===== src/rtl/ahb3lite_wbuf_slave_if.sv =====
// AHB-Lite write-buffer slave bus bundle.
// Carries the AHB-Lite slave-side signals (HSEL, HADDR, HWRITE, HSIZE, HTRANS,
// HREADY, HWDATA in; HREADYOUT, HRESP out) and the memory write port
// (mem_WR_addr, HWDATA_toMem, mem_write_flag out; mem_ready in).
// mem_byte_en exists only when AHB_WBUF_BYTE_STROBE_EN is defined.
// Modports: slave (the buffer), master (bus master + memory model).
interface ahb3lite_wbuf_slave_if #(
  parameter int unsigned ADDR_W = 32,
  parameter int unsigned DATA_W = 32
);
  logic              HSEL;
  logic [ADDR_W-1:0] HADDR;
  logic              HWRITE;
  logic [2:0]        HSIZE;
  logic [1:0]        HTRANS;
  logic              HREADY;
  logic [DATA_W-1:0] HWDATA;
  logic              HREADYOUT;
  logic              HRESP;
  logic [ADDR_W-1:0] mem_WR_addr;
  logic [DATA_W-1:0] HWDATA_toMem;
  logic              mem_write_flag;
  logic              mem_ready;
`ifdef AHB_WBUF_BYTE_STROBE_EN
  logic [3:0]        mem_byte_en;

  modport slave (
    input  HSEL, HADDR, HWRITE, HSIZE, HTRANS, HREADY, HWDATA, mem_ready,
    output HREADYOUT, HRESP, mem_WR_addr, HWDATA_toMem, mem_write_flag, mem_byte_en
  );
  modport master (
    output HSEL, HADDR, HWRITE, HSIZE, HTRANS, HREADY, HWDATA, mem_ready,
    input  HREADYOUT, HRESP, mem_WR_addr, HWDATA_toMem, mem_write_flag, mem_byte_en
  );
`else
  modport slave (
    input  HSEL, HADDR, HWRITE, HSIZE, HTRANS, HREADY, HWDATA, mem_ready,
    output HREADYOUT, HRESP, mem_WR_addr, HWDATA_toMem, mem_write_flag
  );
  modport master (
    output HSEL, HADDR, HWRITE, HSIZE, HTRANS, HREADY, HWDATA, mem_ready,
    input  HREADYOUT, HRESP, mem_WR_addr, HWDATA_toMem, mem_write_flag
  );
`endif
endinterface


===== src/rtl/ahb3lite_wbuf_slave.sv =====
// AHB-Lite write-buffer slave.
// Accepted writes are queued in a DEPTH-entry FIFO and complete with zero wait
// states unless the FIFO is full; the FIFO drains to a simple memory write
// port. Reads and unsupported writes get a two-cycle ERROR response.
// Ports:
//   HCLK   - clock, rising edge
//   HRESET - asynchronous active-high reset
//   bus    - ahb3lite_wbuf_slave_if.slave (AHB-Lite slave + memory write port)
// Optional feature: AHB_WBUF_BYTE_STROBE_EN enables byte/halfword writes and
// the mem_byte_en output; without it only aligned word writes are accepted.
module ahb3lite_wbuf_slave #(
  parameter int unsigned ADDR_W = 32,
  parameter int unsigned DATA_W = 32,
  parameter int unsigned DEPTH  = 4
) (
  input  logic                  HCLK,
  input  logic                  HRESET,
  ahb3lite_wbuf_slave_if.slave  bus
);
  localparam int unsigned PW = $clog2(DEPTH);
  localparam logic [PW:0] FULL_CNT = DEPTH[PW:0];

  typedef enum logic [1:0] {S_IDLE, S_DATA, S_ERR1, S_ERR2} state_t;

  state_t state, state_nxt, accept_state;

  logic              accept, take, write_ok;
  logic              hreadyout, hresp;
  logic              push, pop, full, empty;
  logic [PW-1:0]     wr_ptr, rd_ptr;
  logic [PW:0]       count;
  logic [ADDR_W-1:0] addr_q;
  logic [ADDR_W-1:0] fifo_addr [DEPTH];
  logic [DATA_W-1:0] fifo_data [DEPTH];
`ifdef AHB_WBUF_BYTE_STROBE_EN
  logic [2:0]        size_q;
  logic [3:0]        be_dec;
  logic [3:0]        fifo_be [DEPTH];
`endif

  assign accept = bus.HSEL & bus.HREADY &
                  ((bus.HTRANS == 2'b10) | (bus.HTRANS == 2'b11));
  // Address phase is only taken while this slave is not stalling the bus.
  assign take   = accept & hreadyout;

  // Write legality is decided in the address phase from live HADDR/HSIZE.
  always_comb begin
    write_ok = 1'b0;
`ifdef AHB_WBUF_BYTE_STROBE_EN
    case (bus.HSIZE)
      3'b000:  write_ok = bus.HWRITE;
      3'b001:  write_ok = bus.HWRITE & ~bus.HADDR[0];
      3'b010:  write_ok = bus.HWRITE & (bus.HADDR[1:0] == 2'b00);
      default: write_ok = 1'b0;
    endcase
`else
    write_ok = bus.HWRITE & (bus.HSIZE == 3'b010) & (bus.HADDR[1:0] == 2'b00);
`endif
  end

  assign accept_state = write_ok ? S_DATA : S_ERR1;
  assign full  = (count == FULL_CNT);
  assign empty = (count == '0);
  assign pop   = ~empty & bus.mem_ready;

  always_ff @(posedge HCLK or posedge HRESET) begin
    if (HRESET) state <= S_IDLE;
    else        state <= state_nxt;
  end

  always_comb begin
    state_nxt = state;
    hreadyout = 1'b1;
    hresp     = 1'b0;
    push      = 1'b0;
    case (state)
      S_IDLE: begin
        if (take) state_nxt = accept_state;
      end
      S_DATA: begin
        hreadyout = ~full;
        if (!full) begin
          push      = 1'b1;
          state_nxt = take ? accept_state : S_IDLE;
        end
      end
      S_ERR1: begin
        hreadyout = 1'b0;
        hresp     = 1'b1;
        state_nxt = S_ERR2;
      end
      S_ERR2: begin
        hresp     = 1'b1;
        state_nxt = take ? accept_state : S_IDLE;
      end
      default: state_nxt = S_IDLE;
    endcase
  end

  always_ff @(posedge HCLK or posedge HRESET) begin
    if (HRESET) begin
      addr_q <= '0;
`ifdef AHB_WBUF_BYTE_STROBE_EN
      size_q <= '0;
`endif
    end else if (take) begin
      addr_q <= bus.HADDR;
`ifdef AHB_WBUF_BYTE_STROBE_EN
      size_q <= bus.HSIZE;
`endif
    end
  end

`ifdef AHB_WBUF_BYTE_STROBE_EN
  always_comb begin
    be_dec = 4'b1111;
    case (size_q)
      3'b000:  be_dec = 4'b0001 << addr_q[1:0];
      3'b001:  be_dec = addr_q[1] ? 4'b1100 : 4'b0011;
      default: be_dec = 4'b1111;
    endcase
  end
`endif

  always_ff @(posedge HCLK or posedge HRESET) begin
    if (HRESET) begin
      wr_ptr <= '0;
      rd_ptr <= '0;
      count  <= '0;
      for (int unsigned i = 0; i < DEPTH; i++) begin
        fifo_addr[i] <= '0;
        fifo_data[i] <= '0;
`ifdef AHB_WBUF_BYTE_STROBE_EN
        fifo_be[i]   <= '0;
`endif
      end
    end else begin
      if (push) begin
        fifo_addr[wr_ptr] <= addr_q;
        fifo_data[wr_ptr] <= bus.HWDATA;
`ifdef AHB_WBUF_BYTE_STROBE_EN
        fifo_be[wr_ptr]   <= be_dec;
`endif
        wr_ptr <= wr_ptr + PW'(1);
      end
      if (pop) rd_ptr <= rd_ptr + PW'(1);
      case ({push, pop})
        2'b10:   count <= count + (PW+1)'(1);
        2'b01:   count <= count - (PW+1)'(1);
        default: count <= count;
      endcase
    end
  end

  assign bus.HREADYOUT      = hreadyout;
  assign bus.HRESP          = hresp;
  assign bus.mem_write_flag = ~empty;
  assign bus.mem_WR_addr    = fifo_addr[rd_ptr];
  assign bus.HWDATA_toMem   = fifo_data[rd_ptr];
`ifdef AHB_WBUF_BYTE_STROBE_EN
  assign bus.mem_byte_en    = fifo_be[rd_ptr];
`endif
endmodule


===== src/flat_wrapper.sv =====
// flat-port wrapper written by rule: the top's interface ports become plain ports
module ahb3lite_wbuf_slave_flat 
#(
  parameter int unsigned ADDR_W = 32,
  parameter int unsigned DATA_W = 32,
  parameter int unsigned DEPTH  = 4
)
  (HCLK, HRESET, bus_HSEL, bus_HADDR, bus_HWRITE, bus_HSIZE, bus_HTRANS, bus_HREADY, bus_HWDATA, bus_mem_ready, bus_HREADYOUT, bus_HRESP, bus_mem_WR_addr, bus_HWDATA_toMem, bus_mem_write_flag);
  ahb3lite_wbuf_slave_if #(.ADDR_W(ADDR_W), .DATA_W(DATA_W)) bus_i ();
  input  logic HCLK;
  input  logic HRESET;
  input wire logic [$bits(bus_i.HSEL)-1:0] bus_HSEL;
  input wire logic [$bits(bus_i.HADDR)-1:0] bus_HADDR;
  input wire logic [$bits(bus_i.HWRITE)-1:0] bus_HWRITE;
  input wire logic [$bits(bus_i.HSIZE)-1:0] bus_HSIZE;
  input wire logic [$bits(bus_i.HTRANS)-1:0] bus_HTRANS;
  input wire logic [$bits(bus_i.HREADY)-1:0] bus_HREADY;
  input wire logic [$bits(bus_i.HWDATA)-1:0] bus_HWDATA;
  input wire logic [$bits(bus_i.mem_ready)-1:0] bus_mem_ready;
  output wire logic [$bits(bus_i.HREADYOUT)-1:0] bus_HREADYOUT;
  output wire logic [$bits(bus_i.HRESP)-1:0] bus_HRESP;
  output wire logic [$bits(bus_i.mem_WR_addr)-1:0] bus_mem_WR_addr;
  output wire logic [$bits(bus_i.HWDATA_toMem)-1:0] bus_HWDATA_toMem;
  output wire logic [$bits(bus_i.mem_write_flag)-1:0] bus_mem_write_flag;
  assign bus_i.HSEL = bus_HSEL;
  assign bus_i.HADDR = bus_HADDR;
  assign bus_i.HWRITE = bus_HWRITE;
  assign bus_i.HSIZE = bus_HSIZE;
  assign bus_i.HTRANS = bus_HTRANS;
  assign bus_i.HREADY = bus_HREADY;
  assign bus_i.HWDATA = bus_HWDATA;
  assign bus_i.mem_ready = bus_mem_ready;
  assign bus_HREADYOUT = bus_i.HREADYOUT;
  assign bus_HRESP = bus_i.HRESP;
  assign bus_mem_WR_addr = bus_i.mem_WR_addr;
  assign bus_HWDATA_toMem = bus_i.HWDATA_toMem;
  assign bus_mem_write_flag = bus_i.mem_write_flag;
  ahb3lite_wbuf_slave #(.ADDR_W(ADDR_W), .DATA_W(DATA_W), .DEPTH(DEPTH)) u_core (.HCLK(HCLK), .HRESET(HRESET), .bus(bus_i));
endmodule

===== config.mk =====
export PLATFORM = sky130hd
export DESIGN_NAME = ahb3lite_wbuf_slave_flat
export DESIGN_NICKNAME = d
export VERILOG_FILES = /design/src/rtl/ahb3lite_wbuf_slave_if.sv /design/src/rtl/ahb3lite_wbuf_slave.sv /design/src/flat_wrapper.sv
export SDC_FILE = /design/constraint.sdc
export NUM_CORES = 1
export LEC_CHECK = 0
export ABC_AREA = 1
export CAP_MARGIN = 20
export CELL_PAD_IN_SITES_DETAIL_PLACEMENT = 0
export CELL_PAD_IN_SITES_GLOBAL_PLACEMENT = 2
export CORE_ASPECT_RATIO = 0.7
export CORE_MARGIN = 4
export CORE_UTILIZATION = 37
export CTS_CLUSTER_DIAMETER = 200
export DETAILED_ROUTE_END_ITERATION = 8
export PLACE_DENSITY = 0.93
export SLEW_MARGIN = 20
export SYNTH_ARGS = -nofsm -noshare
export SYNTH_HDL_FRONTEND = slang
export SYNTH_SLANG_ARGS = --single-unit

===== constraint.sdc =====
create_clock -name HCLK -period 27.4 [get_ports HCLK]
set_input_delay 2.74 -clock HCLK [delete_from_list [all_inputs] [get_ports HCLK]]
set_output_delay 2.74 -clock HCLK [all_outputs]
set_load 0.01 [all_outputs]

==> results.toml <==
[detailed_routing]
first_pass_iters = 7
vias_per_cell = 5.20
drtIter0Drc = 1178
ant_nets = 0
avgRoutedWirePerCell_um = 18.5
drc = 0
postRouteWirelength_um = 41300
vias = 11600

[clock_network]
cts_resized = 0
clock-root-buffer = "clkbuf_16"
cts_post_setup_buffers_inserted = 0
ctsHoldBuffers = 0
clockBufferDepth = 3
clock_sinks = 297
h-tree-depth = 1
cts.reportedPaths.clkPinSlew_ps = 60
tritoncts = "yes"
cts_made_buffers = 31
worstSkewPairLatency_ps = 560

[synthesis]
synth_area_um2 = 13700
avgSynthCellArea_um2 = 8.15
syn_nets = 1758
ys_types = 24
synth_cells = 1677
yosysWarnings = 0
ys_seq_area_share_pct = 54.4
synth-seq-cells = 297

[floorplanning]
die_area_um2 = 40100
core_region_area_um2 = 36200
chipWidth_um = 238
rows = 58
ioPinCount = 142
start_util_pct = 37.7
die_y_um = 169

[run_status]
status = "finished, final reports clean"

[pwr]
seqPwrFrac_pct = 36.6
p_sw_mw = 0.843
p_clk_share_pct = 20.1
power_per_cell_area_nw_per_um2 = 126
vdd_drop_max_mv = 0.0547
intPower_mw = 1.19
sw_frac_of_total_pct = 41.5
power_frac_comb_pct = 43.3
p_leak_nw = 7.47

[sta]
setup_slack_ps = 20880
max_freq_ghz = 0.153
rsz0062_at_grt = "no"
hold_viol_final = 0
fin_crit_sh_pct = 23.8
slew_headroom_pct = 26.5
slew_violations = 0
finClkSkew_ps = 9.36
final-setup-viol-count = 0
tightest_slew_ps = 1100
period_minus_slack_ps = 6520
finalSetupTns_ps = 0
holdWs_ps = 490

[placement]
dp.cells = 2184
port_buffers = 140
dp_slack_ps = 21500
gp_congestion = 0.720
hpwl_um = 20800
dpl-instance-area_um2 = 15200

[worst_setup_path]
cp_max_fo = 73
crit_slowest_cell = "inv_4"
startpoint_type = "flop"
r2r_start = "u_core.wr_ptr[0]"
setup.worst_path.start = "u_core.rd_ptr[0]"
r2r_setup_slack_ps = 24750
critical_path_depth = 5
cp-end-kind = "output pin"
worst_ep_arrival_time_ps = 3780
r2r-end = "u_core.fifo_addr[101]"
cp-endpoint = "bus_mem_WR_addr[5]"
path_delay_family = "buffers and inverters"
required_ps = 24660
crit_chain = "inv_4 -> buf_4 -> o21ai_0 -> o22ai_1 -> clkdlybuf4s50_1"
worstSetupPathType = "reg2out"
path_buf_inv = 3
rr_worst_depth = 8
critPathMaxStageDelay_ps = 680

[grt]
grt_pass1_vias = 11400
antenna_found_initial = 0
grt_pass1_wl_um = 65600
overflow = 0
grt_max_degree = 104
grt_use_total_pct = 20.3

[finish]
area_growth_pct = 17.9
design_area_um2 = 16100
drive_above_1_share_pct = 4.72
fillCellCount = 3592
final_common_cell = "nand2_1"
nets = 1818
layout_common_cells = "nand2_1, o21ai_0, dfrtp_1, clkdlybuf4s50_1, nor2_1"
antenna_cells = 0
final_cells = 2237

[run]
maxCapViolCount = 0

[worst_hold_path]
hold_class = "reg2reg"
## flip-flops by register name, indices dropped and copies added, names as in the netlist, named ones only
name and count:
u_core.state 1, u_core.addr_q 32, u_core.wr_ptr 2, u_core.fifo_addr 128
u_core.fifo_data 128, u_core.rd_ptr 2, u_core.count 3
## routing by layer
layer | vias to the layer above | wire length (um) | global-route usage (%)
li1 | 5584 | - | -
met1 | 5712 | 20300 | 30.7
met5 | - | 0 | 0
met2 | 272 | 18500 | 31.5
met4 | 0 | 679 | 3.63
met3 | 58 | 1820 | 2.79
## Yosys cell counts
cell	count	area (um2)
a21boi_0	1	7.51
a21oi_1	3	15.0
a31oi_1	1	6.26
buf_1	3	11.3
buf_2	15	75.1
buf_4	12	90.1
buf_6	16	180
clkbuf_1	85	319
dfrtp_1	297	7430
fa_1	1	20.0
ha_1	5	62.6
inv_1	46	173
inv_2	5	18.8
nand2_1	553	2080
nand2_2	2	12.5
nand3_1	4	20.0
nor2_1	134	503
nor2_4	2	22.5
nor2_8	4	80.1
o21ai_0	399	2000
o21ai_1	20	100
o22ai_1	64	400
xnor2_1	1	8.76
xor2_1	4	35.0
## power groups by stage
stage / clock network [mW] / logic (mW) / registers, mW
after floorplan: 0 / 0.528 / 0.708
after global placement: 0 / 0.875 / 0.740
after detailed placement: 0 / 0.885 / 0.746
after CTS: 0.419 / 0.887 / 0.740
after global routing: 0.436 / 0.980 / 0.767
final: 0.407 / 0.879 / 0.742
## logic make-up after synthesis
family,count (synthesis),synth area share [%]
buf+inv,182,6.35
flops,297,54.4
fa+ha+maj,6,0.604
compound gates,488,18.5
xor+xnor,5,0.320
simple gates,699,19.9
## worst register-to-register path, delay by kind of cell, from the launching register on
kind | cells | cell delay (ps)
and+or+nand+nor | 3 | 940
buffers and inverters | 4 | 1070
DFF | 1 | 400
adders and majority gates | 1 | 180
## how the worst min path moves through the flow
stage                                 endpoint  depth (start not counted)                  from
after floorplan           u_core.fifo_addr[63]                          2  u_core.fifo_addr[63]
after global placement    u_core.fifo_addr[78]                          2  u_core.fifo_addr[78]
after detailed placement  u_core.fifo_addr[78]                          2  u_core.fifo_addr[78]
after CTS                 u_core.fifo_addr[40]                          2  u_core.fifo_addr[40]
after global routing      u_core.fifo_addr[37]                          2  u_core.fifo_addr[37]
final                     u_core.fifo_data[84]                          2  u_core.fifo_data[84]
## metrics by stage
| stage | utilization [%] | power [mW] |
|---|---|---|
| floorplan | - | 1.24 |
| global placement | 41.9 | 1.62 |
| detailed placement | 41.9 | 1.63 |
| CTS | 44.5 | 2.05 |
| global route | 44.5 | 2.18 |
| finish | 44.5 | 2.03 |
## cell type report
class                      instances  area, um2  share of cell area (%)
clock buffer                      41        843                    5.23
clock inverter                    12        113                   0.699
inverter                          51        201                    1.25
multi-input combinational       1198       5390                    33.4
sequential                       297       7440                    46.1
tap                              480        601                    3.73
timing repair buffer             158       1540                    9.53
Power figures use the tool's default switching activity.
